File: config.mk
export PLATFORM = sky130hd
export DESIGN_NAME = mmio_timer_flat
export DESIGN_NICKNAME = d
export VERILOG_FILES = /design/src/rtl/mmio_timer_if.sv /design/src/rtl/mmio_timer.sv /design/src/flat_wrapper.sv
export SDC_FILE = /design/constraint.sdc
export NUM_CORES = 1
export LEC_CHECK = 0
export ABC_AREA = 0
export CORE_MARGIN = 2
export CORE_UTILIZATION = 30
export DETAILED_ROUTE_END_ITERATION = 12
export HOLD_SLACK_MARGIN = 0.12
export SYNTH_ARGS = -nofsm -noshare
export SYNTH_HDL_FRONTEND = slang
export SYNTH_SLANG_ARGS = --single-unit
File: constraint.sdc
create_clock -name i_clk_w -period 8.25 [get_ports i_clk_w]
set_input_delay 1.2375 -clock i_clk_w [delete_from_list [all_inputs] [get_ports i_clk_w]]
set_output_delay 1.2375 -clock i_clk_w [all_outputs]
set_load 0.01 [all_outputs]
File: src/rtl/mmio_timer_if.sv
// Data-memory bus segment between the core (master) and the timer (slave).
// Combinational read data and the address-hit flag are returned in the same cycle.
interface mmio_timer_if;
    logic        i_we_w;
    logic [31:0] i_a_w;
    logic [31:0] i_wd_w;
    logic [31:0] o_rd_w;
    logic        o_sel_w;
    logic        o_irq_w;

    modport master (
        output i_we_w, i_a_w, i_wd_w,
        input  o_rd_w, o_sel_w, o_irq_w
    );

    modport slave (
        input  i_we_w, i_a_w, i_wd_w,
        output o_rd_w, o_sel_w, o_irq_w
    );
endinterface

File: src/rtl/mmio_timer.sv
// Memory-mapped timer/compare peripheral on the core's data bus: prescaled counter,
// sticky compare-match flag and a level interrupt.
module mmio_timer #(
    parameter logic [31:0] BASE_ADDR  = 32'hFFFF_0000,
    parameter int unsigned PRESCALE_W = 16
) (
    input  logic         i_clk_w,
    input  logic         i_rst_w,
    mmio_timer_if.slave  bus
);
    localparam logic [PRESCALE_W-1:0] PRE_ONE = 1;

    logic                  r_en;
    logic                  r_auto;
    logic                  r_irq_en;
    logic [PRESCALE_W-1:0] r_prescale;
    logic [PRESCALE_W-1:0] r_pre_cnt;
    logic [31:0]           r_count;
    logic [31:0]           r_compare;
    logic                  r_match;

    logic        w_sel;
    logic [2:0]  w_off;
    logic        w_wr;
    logic        w_wr_ctrl;
    logic        w_wr_pre;
    logic        w_wr_cnt;
    logic        w_wr_cmp;
    logic        w_wr_stat;
    logic        w_tick;
    logic        w_hit;
    logic [31:0] w_rd;
    logic        w_unused_ok;

    assign w_sel       = (bus.i_a_w[31:5] == BASE_ADDR[31:5]);
    assign w_off       = bus.i_a_w[4:2];
    assign w_unused_ok = &{1'b0, bus.i_a_w[1:0]};
    assign w_wr        = bus.i_we_w & w_sel;
    assign w_wr_ctrl   = w_wr && (w_off == 3'd0);
    assign w_wr_pre    = w_wr && (w_off == 3'd1);
    assign w_wr_cnt    = w_wr && (w_off == 3'd2);
    assign w_wr_cmp    = w_wr && (w_off == 3'd3);
    assign w_wr_stat   = w_wr && (w_off == 3'd4);

    // A PRESCALE write restarts the divider and swallows the tick of that edge.
    assign w_tick = r_en && (r_pre_cnt == r_prescale) && !w_wr_pre;
    assign w_hit  = w_tick && (r_count == r_compare);

    always_ff @(posedge i_clk_w) begin
        if (i_rst_w) begin
            r_en       <= 1'b0;
            r_auto     <= 1'b0;
            r_irq_en   <= 1'b0;
            r_prescale <= '0;
            r_pre_cnt  <= '0;
            r_count    <= '0;
            r_compare  <= '0;
            r_match    <= 1'b0;
        end else begin
            if (w_wr_ctrl) begin
                r_en     <= bus.i_wd_w[0];
                r_auto   <= bus.i_wd_w[1];
                r_irq_en <= bus.i_wd_w[2];
            end

            if (w_wr_pre) begin
                r_prescale <= bus.i_wd_w[PRESCALE_W-1:0];
                r_pre_cnt  <= '0;
            end else if (r_en) begin
                r_pre_cnt <= (r_pre_cnt == r_prescale) ? '0 : r_pre_cnt + PRE_ONE;
            end

            // CPU write to COUNT overrides the tick increment of the same edge.
            if (w_wr_cnt) begin
                r_count <= bus.i_wd_w;
            end else if (w_tick) begin
                r_count <= (w_hit && r_auto) ? '0 : r_count + 32'd1;
            end

            if (w_wr_cmp) begin
                r_compare <= bus.i_wd_w;
            end

            // Match set beats a simultaneous write-1-clear.
            if (w_hit) begin
                r_match <= 1'b1;
            end else if (w_wr_stat && bus.i_wd_w[0]) begin
                r_match <= 1'b0;
            end
        end
    end

    always_comb begin
        w_rd = '0;
        if (w_sel) begin
            case (w_off)
                3'd0:    w_rd = {29'd0, r_irq_en, r_auto, r_en};
                3'd1:    w_rd[PRESCALE_W-1:0] = r_prescale;
                3'd2:    w_rd = r_count;
                3'd3:    w_rd = r_compare;
                3'd4:    w_rd = {31'd0, r_match};
                default: w_rd = '0;
            endcase
        end
    end

    assign bus.o_rd_w  = w_rd;
    assign bus.o_sel_w = w_sel;
    assign bus.o_irq_w = r_match & r_irq_en;
endmodule

File: src/flat_wrapper.sv
// flat-port wrapper written by rule: the top's interface ports become plain ports
module mmio_timer_flat 
#(
    parameter logic [31:0] BASE_ADDR  = 32'hFFFF_0000,
    parameter int unsigned PRESCALE_W = 16
)
  (i_clk_w, i_rst_w, bus_i_we_w, bus_i_a_w, bus_i_wd_w, bus_o_rd_w, bus_o_sel_w, bus_o_irq_w);
  mmio_timer_if bus_i ();
  input  logic i_clk_w;
  input  logic i_rst_w;
  input wire logic [$bits(bus_i.i_we_w)-1:0] bus_i_we_w;
  input wire logic [$bits(bus_i.i_a_w)-1:0] bus_i_a_w;
  input wire logic [$bits(bus_i.i_wd_w)-1:0] bus_i_wd_w;
  output wire logic [$bits(bus_i.o_rd_w)-1:0] bus_o_rd_w;
  output wire logic [$bits(bus_i.o_sel_w)-1:0] bus_o_sel_w;
  output wire logic [$bits(bus_i.o_irq_w)-1:0] bus_o_irq_w;
  assign bus_i.i_we_w = bus_i_we_w;
  assign bus_i.i_a_w = bus_i_a_w;
  assign bus_i.i_wd_w = bus_i_wd_w;
  assign bus_o_rd_w = bus_i.o_rd_w;
  assign bus_o_sel_w = bus_i.o_sel_w;
  assign bus_o_irq_w = bus_i.o_irq_w;
  mmio_timer #(.BASE_ADDR(BASE_ADDR), .PRESCALE_W(PRESCALE_W)) u_core (.i_clk_w(i_clk_w), .i_rst_w(i_rst_w), .bus(bus_i));
endmodule
== Word level (Yosys, flattened, before mapping) ==
Cells that the tools add are included.

* Bits in registers: 100
* Output and inout port bits: 34
* Word-level logic and storage cells: 43

* Add/sub/neg operators: 2
* Equal/unequal tests: 7
* Multiplexer cells: 9
* Bitwise gates (word level): 2
* Reductions and logical operators: 15

{| class="wikitable"
|+ Operator list
! operator !! count
|-
| two-way mux 32 bit || 4
|-
| one-hot mux 16 bit (5 select lines) || 1
|-
| adder 32 x 1 -> 32 bit (second input constant) || 1
|-
| == test 32 bit || 1
|-
| one-hot mux 16 bit (2 select lines) || 1
|-
| == test 27 bit (second input constant) || 1
|-
| adder 16 x 1 -> 16 bit (second input constant) || 1
|-
| == test 16 bit || 1
|-
| two-way mux 16 bit || 1
|-
| logical AND 1 bit || 10
|-
| == test 3 x 2 -> 1 bit (second input constant) || 2
|-
| nonzero test 2 bit || 2
|-
| == test 3 x 1 -> 1 bit (second input constant) || 1
|-
| == test 3 bit (second input constant) || 1
|-
| zero test 3 bit || 1
|-
| bitwise AND 1 bit || 2
|-
| two-way mux 1 bit || 2
|-
| OR reduction 2 bit || 1
|-
| zero test 1 bit || 1
|}

== Longest topological paths before layout ==
* Word-level depth: 10
* Depth in mapped cells: 9
* Gate-level depth less buffers: 8

== Least setup slack after synthesis ==
Ideal clock, no wire load.

* Path type: input to output
* Start: input bus_i_a_w[6]
* End: output bus_o_rd_w[10]
* Data arrival time: 3.177 ns
* Required time: 7.013 ns
* Path slack: 3.835 ns
* Stages on the path: 6
* Path buffers: 2
* Path through: or4b_1 > or4_4 > or3_1 > clkbuf_1 > clkbuf_1 > nor2_1

* Longest elaborated chain between the ends: 2

{| class="wikitable"
|+ RTL lines
! element !! line !! RTL
|-
| from (decl) || flat_wrapper.sv:12 || <nowiki>input wire logic [$bits(bus_i.i_a_w)-1:0] bus_i_a_w;</nowiki>
|-
| == test 27 bit || mmio_timer.sv:35 || <nowiki>assign w_sel = (bus.i_a_w[31:5] == BASE_ADDR[31:5]);</nowiki>
|-
| two-way mux 32 bit || mmio_timer.sv:95 || <nowiki>if (w_sel) begin</nowiki>
|-
| to (decl) || flat_wrapper.sv:14 || <nowiki>output wire logic [$bits(bus_i.o_rd_w)-1:0] bus_o_rd_w;</nowiki>
|}

No other way between the ends.

== Worst setup path after layout ==
* Start: input bus_i_a_w[6]
* End: output bus_o_rd_w[8]

Same word-level chain as after synthesis.

==> impl_results.md <==
- HPWL Detailed: ~14 mm
- Required @ worst endpoint: ~7.0 ns
- Final Hold Fails: 0
- PostCTS Resize Cnt: 0
- Worst-path clk slew: roughly 0.070 ns
- Wire per inst: between 15 and 20 µm
- Die area: roughly 21,000 µm²
- Crit end category: output port
- H-Tree Depth: 3
- Critical-path maximum fanout: 18
- Initial core utilization: between 30 and 40%
- Startpoint Class: primary input
- Largest net degree at the start of global routing: between 80 and 90
- Most common cell in the synthesized netlist: nand2_1
- Share of post-route cells with drive strength above 1: under 10%
- Root Driver: clkbuf_16
- Fraction of registers with async set/reset: 0%
- YS warnings: 0
- Critical R2R Launch: u_core.r_pre_cnt[5]
- Area delta synth->final: 22.9%
- Period utilization: approximately two thirds
- Vias per cell: 5.27
- Post-synthesis sequential area ratio: between 30% and 40%
- Antenna violations before repair: 0
- Vias in the first global route: around 5,600
- First-pass GRT wire length: roughly 31 mm
- Crit. Startpoint: bus_i_a_w[6]
- Max Cap Viol: 0
- Port-buffer cells: between 90 and 100
- Largest area contributor in the netlist: dfxtp_1
- Setup TNS Final: 0 ns
- Total CTS buffers: 9
- Die X-Extent: ~150 µm
- Syn_area_per_cell: roughly 7.3 µm²
- Reg2reg path depth: 7
- Hold buffers post-CTS: 0
- I/O pins: 101
- Critical Path Sink: bus_o_rd_w[8]
- Leak Pwr: roughly 2.4 nW
- TritonCTS Sinks: 100
- Finish-stage setup viols: 0
- Critical path type: primary input to output port
- Area of the mapped netlist: 5980 µm²
- Worst Path Arrival: about 4.2 ns
- Most area-consuming cells after synthesis: dfxtp_1 33%, nand2_1 8.4%, nor2_1 7.2%
- Synth Instances: 817
- Initial DRC Count: approximately 650
- Final core occ: roughly 38%
- Run status: finished, final reports clean
- Post-synth top cells: 134 x nand2_1, 115 x nor2_1, 100 x dfxtp_1
- Worst min path class: register to register
- Yosys reg bits: 100
- Setup slack, reg-to-reg: around 4.7 ns
- Netlist cell types: 52
- Slew HR: 23.0%
- Ys flop type: dfxtp_1
- GRT overflow: 0
- Max Clock Skew: around 0.0098 ns
- Final min period: between 5 and 6 ns
- Actual slew at the worst max-slew pin: between 1 and 1.5 ns
- Final wirelength: 19.5 mm
- Clk buf depth: 2
- Vert. Die Dim: between 100 and 150 µm
- GRT Total Usage: between 15 and 20%
- Synth top area share: between 30% and 40%
- Total core area: between 15,000 and 20,000 µm²
- Detail Route Antenna Nets: 0
- FILL cells: approximately 2,100
- Number of enable flip-flop cells after synthesis: 0
- FMAX: between 150 and 200 MHz
- Initial DRT Pass Iterations: 5
- N_diodes: 0
- Post-Syn Nets: between 800 and 900
- Peak VDD IR: ~0.095 mV
- Final count of pins violating max slew: 0
- RSZ-0062 raised after global routing: false
- Num rows: 51
- P per Cell Area: roughly 140 nW/µm²
- Routed via count: 5,984
- Routability cong.: 0.827
- CTS tree: built
- R2R Path End: u_core.r_count[27]
- DRC viols: 0
- Setup Fix Bufs, Post-CTS: 0
- Clock Latency Late Sink: around 0.35 ns
- Layout Nets: 934
[worst max-delay path, stage by stage]
cell and delay [ns]:
clkdlybuf4s50_1 0.40, or4b_1 0.52, or4_4 0.54, or3_1 0.64, nor2_1 0.27, clkdlybuf4s50_1 0.57
[where the power goes]
| group | internal, W | switching (W) |
|---|---|---|
| Combinational | 0.0000358 | 0.0000344 |
| Clock | 0.000242 | 0.000206 |
| Sequential | 0.000483 | 0.00000269 |
| Total | 0.000761 | 0.000243 |
[placed cells by master, fill, tap and decap left out, types with 2 or more instances in the layout]
master,netlist,layout
o21bai_1,2,2
or4_4,2,2
nand3_2,2,3
nand4_1,20,20
a21oi_1,78,78
clkinv_4,0,2
a22oi_1,31,31
nand3b_1,4,4
xnor2_1,22,22
nor2b_1,8,8
xor2_1,43,43
and3_1,10,10
nor3_1,15,15
clkbuf_16,0,9
a211oi_1,23,23
and2_1,4,4
ha_1,2,2
inv_8,0,2
or3_1,3,3
a31oi_1,13,13
clkdlybuf4s50_1,0,97
inv_1,11,11
nor4_1,17,17
or4b_1,2,2
nand3_1,19,18
nor3_4,1,2
nand2_1,134,134
and4_1,2,2
nand4b_1,3,3
mux4_2,2,2
nor2_1,115,115
o21ai_0,28,28
mux2_2,13,13
dfxtp_1,100,100
buf_4,1,6
or4_1,2,2
o21ai_1,2,2
o2bb2ai_1,3,3
[per-layer routing]
| metal | wire [µm] | vias to the layer above | track usage, % |
|---|---|---|---|
| met4 | 624 | 0 | 7.25 |
| met3 | 1210 | 35 | 3.24 |
| met2 | 8540 | 198 | 27.6 |
| met1 | 9170 | 2809 | 25.4 |
| met5 | 0 | - | 0 |
| li1 | - | 2942 | - |
[layout make-up]
class / instances / area (µm²) / area share (%)
clock buffer: 9 / 225 / 3.06
clock inverter: 7 / 83.8 / 1.14
inverter: 11 / 41.3 / 0.562
multi-input combinational: 639 / 3650 / 49.6
sequential: 100 / 2000 / 27.2
tap: 265 / 332 / 4.51
timing repair buffer: 104 / 1020 / 13.9
[through the flow]
| step | hold slack [ns] | worst slack (ns) | area [µm²] | instances | power (W) |
|---|---|---|---|---|---|
| after CTS | 0.484 | 2.79 | 7350 | 1135 | 0.00101 |
| after global placement | 0.466 | 2.80 | 7040 | 1119 | 0.000567 |
| after floorplan | 0.452 | 3.84 | 5980 | 817 | 0.000522 |
| final | 0.483 | 2.82 | 7350 | 1135 | 0.00100 |
| after detailed placement | 0.474 | 2.81 | 7040 | 1119 | 0.000567 |
| after global routing | 0.504 | 2.68 | 7350 | 1135 | 0.00103 |
[registers in the layout, indices dropped and copies added, names as in the netlist]
register	count
u_core.r_compare	32
u_core.r_count	32
u_core.r_pre_cnt	16
u_core.r_prescale	16
u_core.r_auto	1
u_core.r_en	1
u_core.r_irq_en	1
u_core.r_match	1
[kinds of logic (layout without fill, tap and decap cells)]
kind of cell	after synthesis	in the layout	share of synthesized area, %
multiplexers	16	16	3.37
AND/OR/NAND/NOR	371	371	28.8
AO/OA/AOI/OAI	185	185	18.6
adder cells (fa/ha/maj)	2	2	0.418
buffers and inverters	78	131	5.79
flip-flops	100	100	33.5
XOR/XNOR	65	65	9.51
[how the worst min path moves through the flow]
stage                                   start                  end  slack (ns)  cells past startpoint
after global routing      u_core.r_compare[5]  u_core.r_compare[5]        0.50                      2
final                     u_core.r_compare[5]  u_core.r_compare[5]        0.48                      2
after floorplan                u_core.r_match       u_core.r_match        0.45                      2
after CTS                 u_core.r_compare[5]  u_core.r_compare[5]        0.48                      2
after global placement    u_core.r_compare[3]  u_core.r_compare[3]        0.47                      2
after detailed placement  u_core.r_compare[5]  u_core.r_compare[5]        0.47                      2
Note: power is estimated with default switching activity, not from simulation.
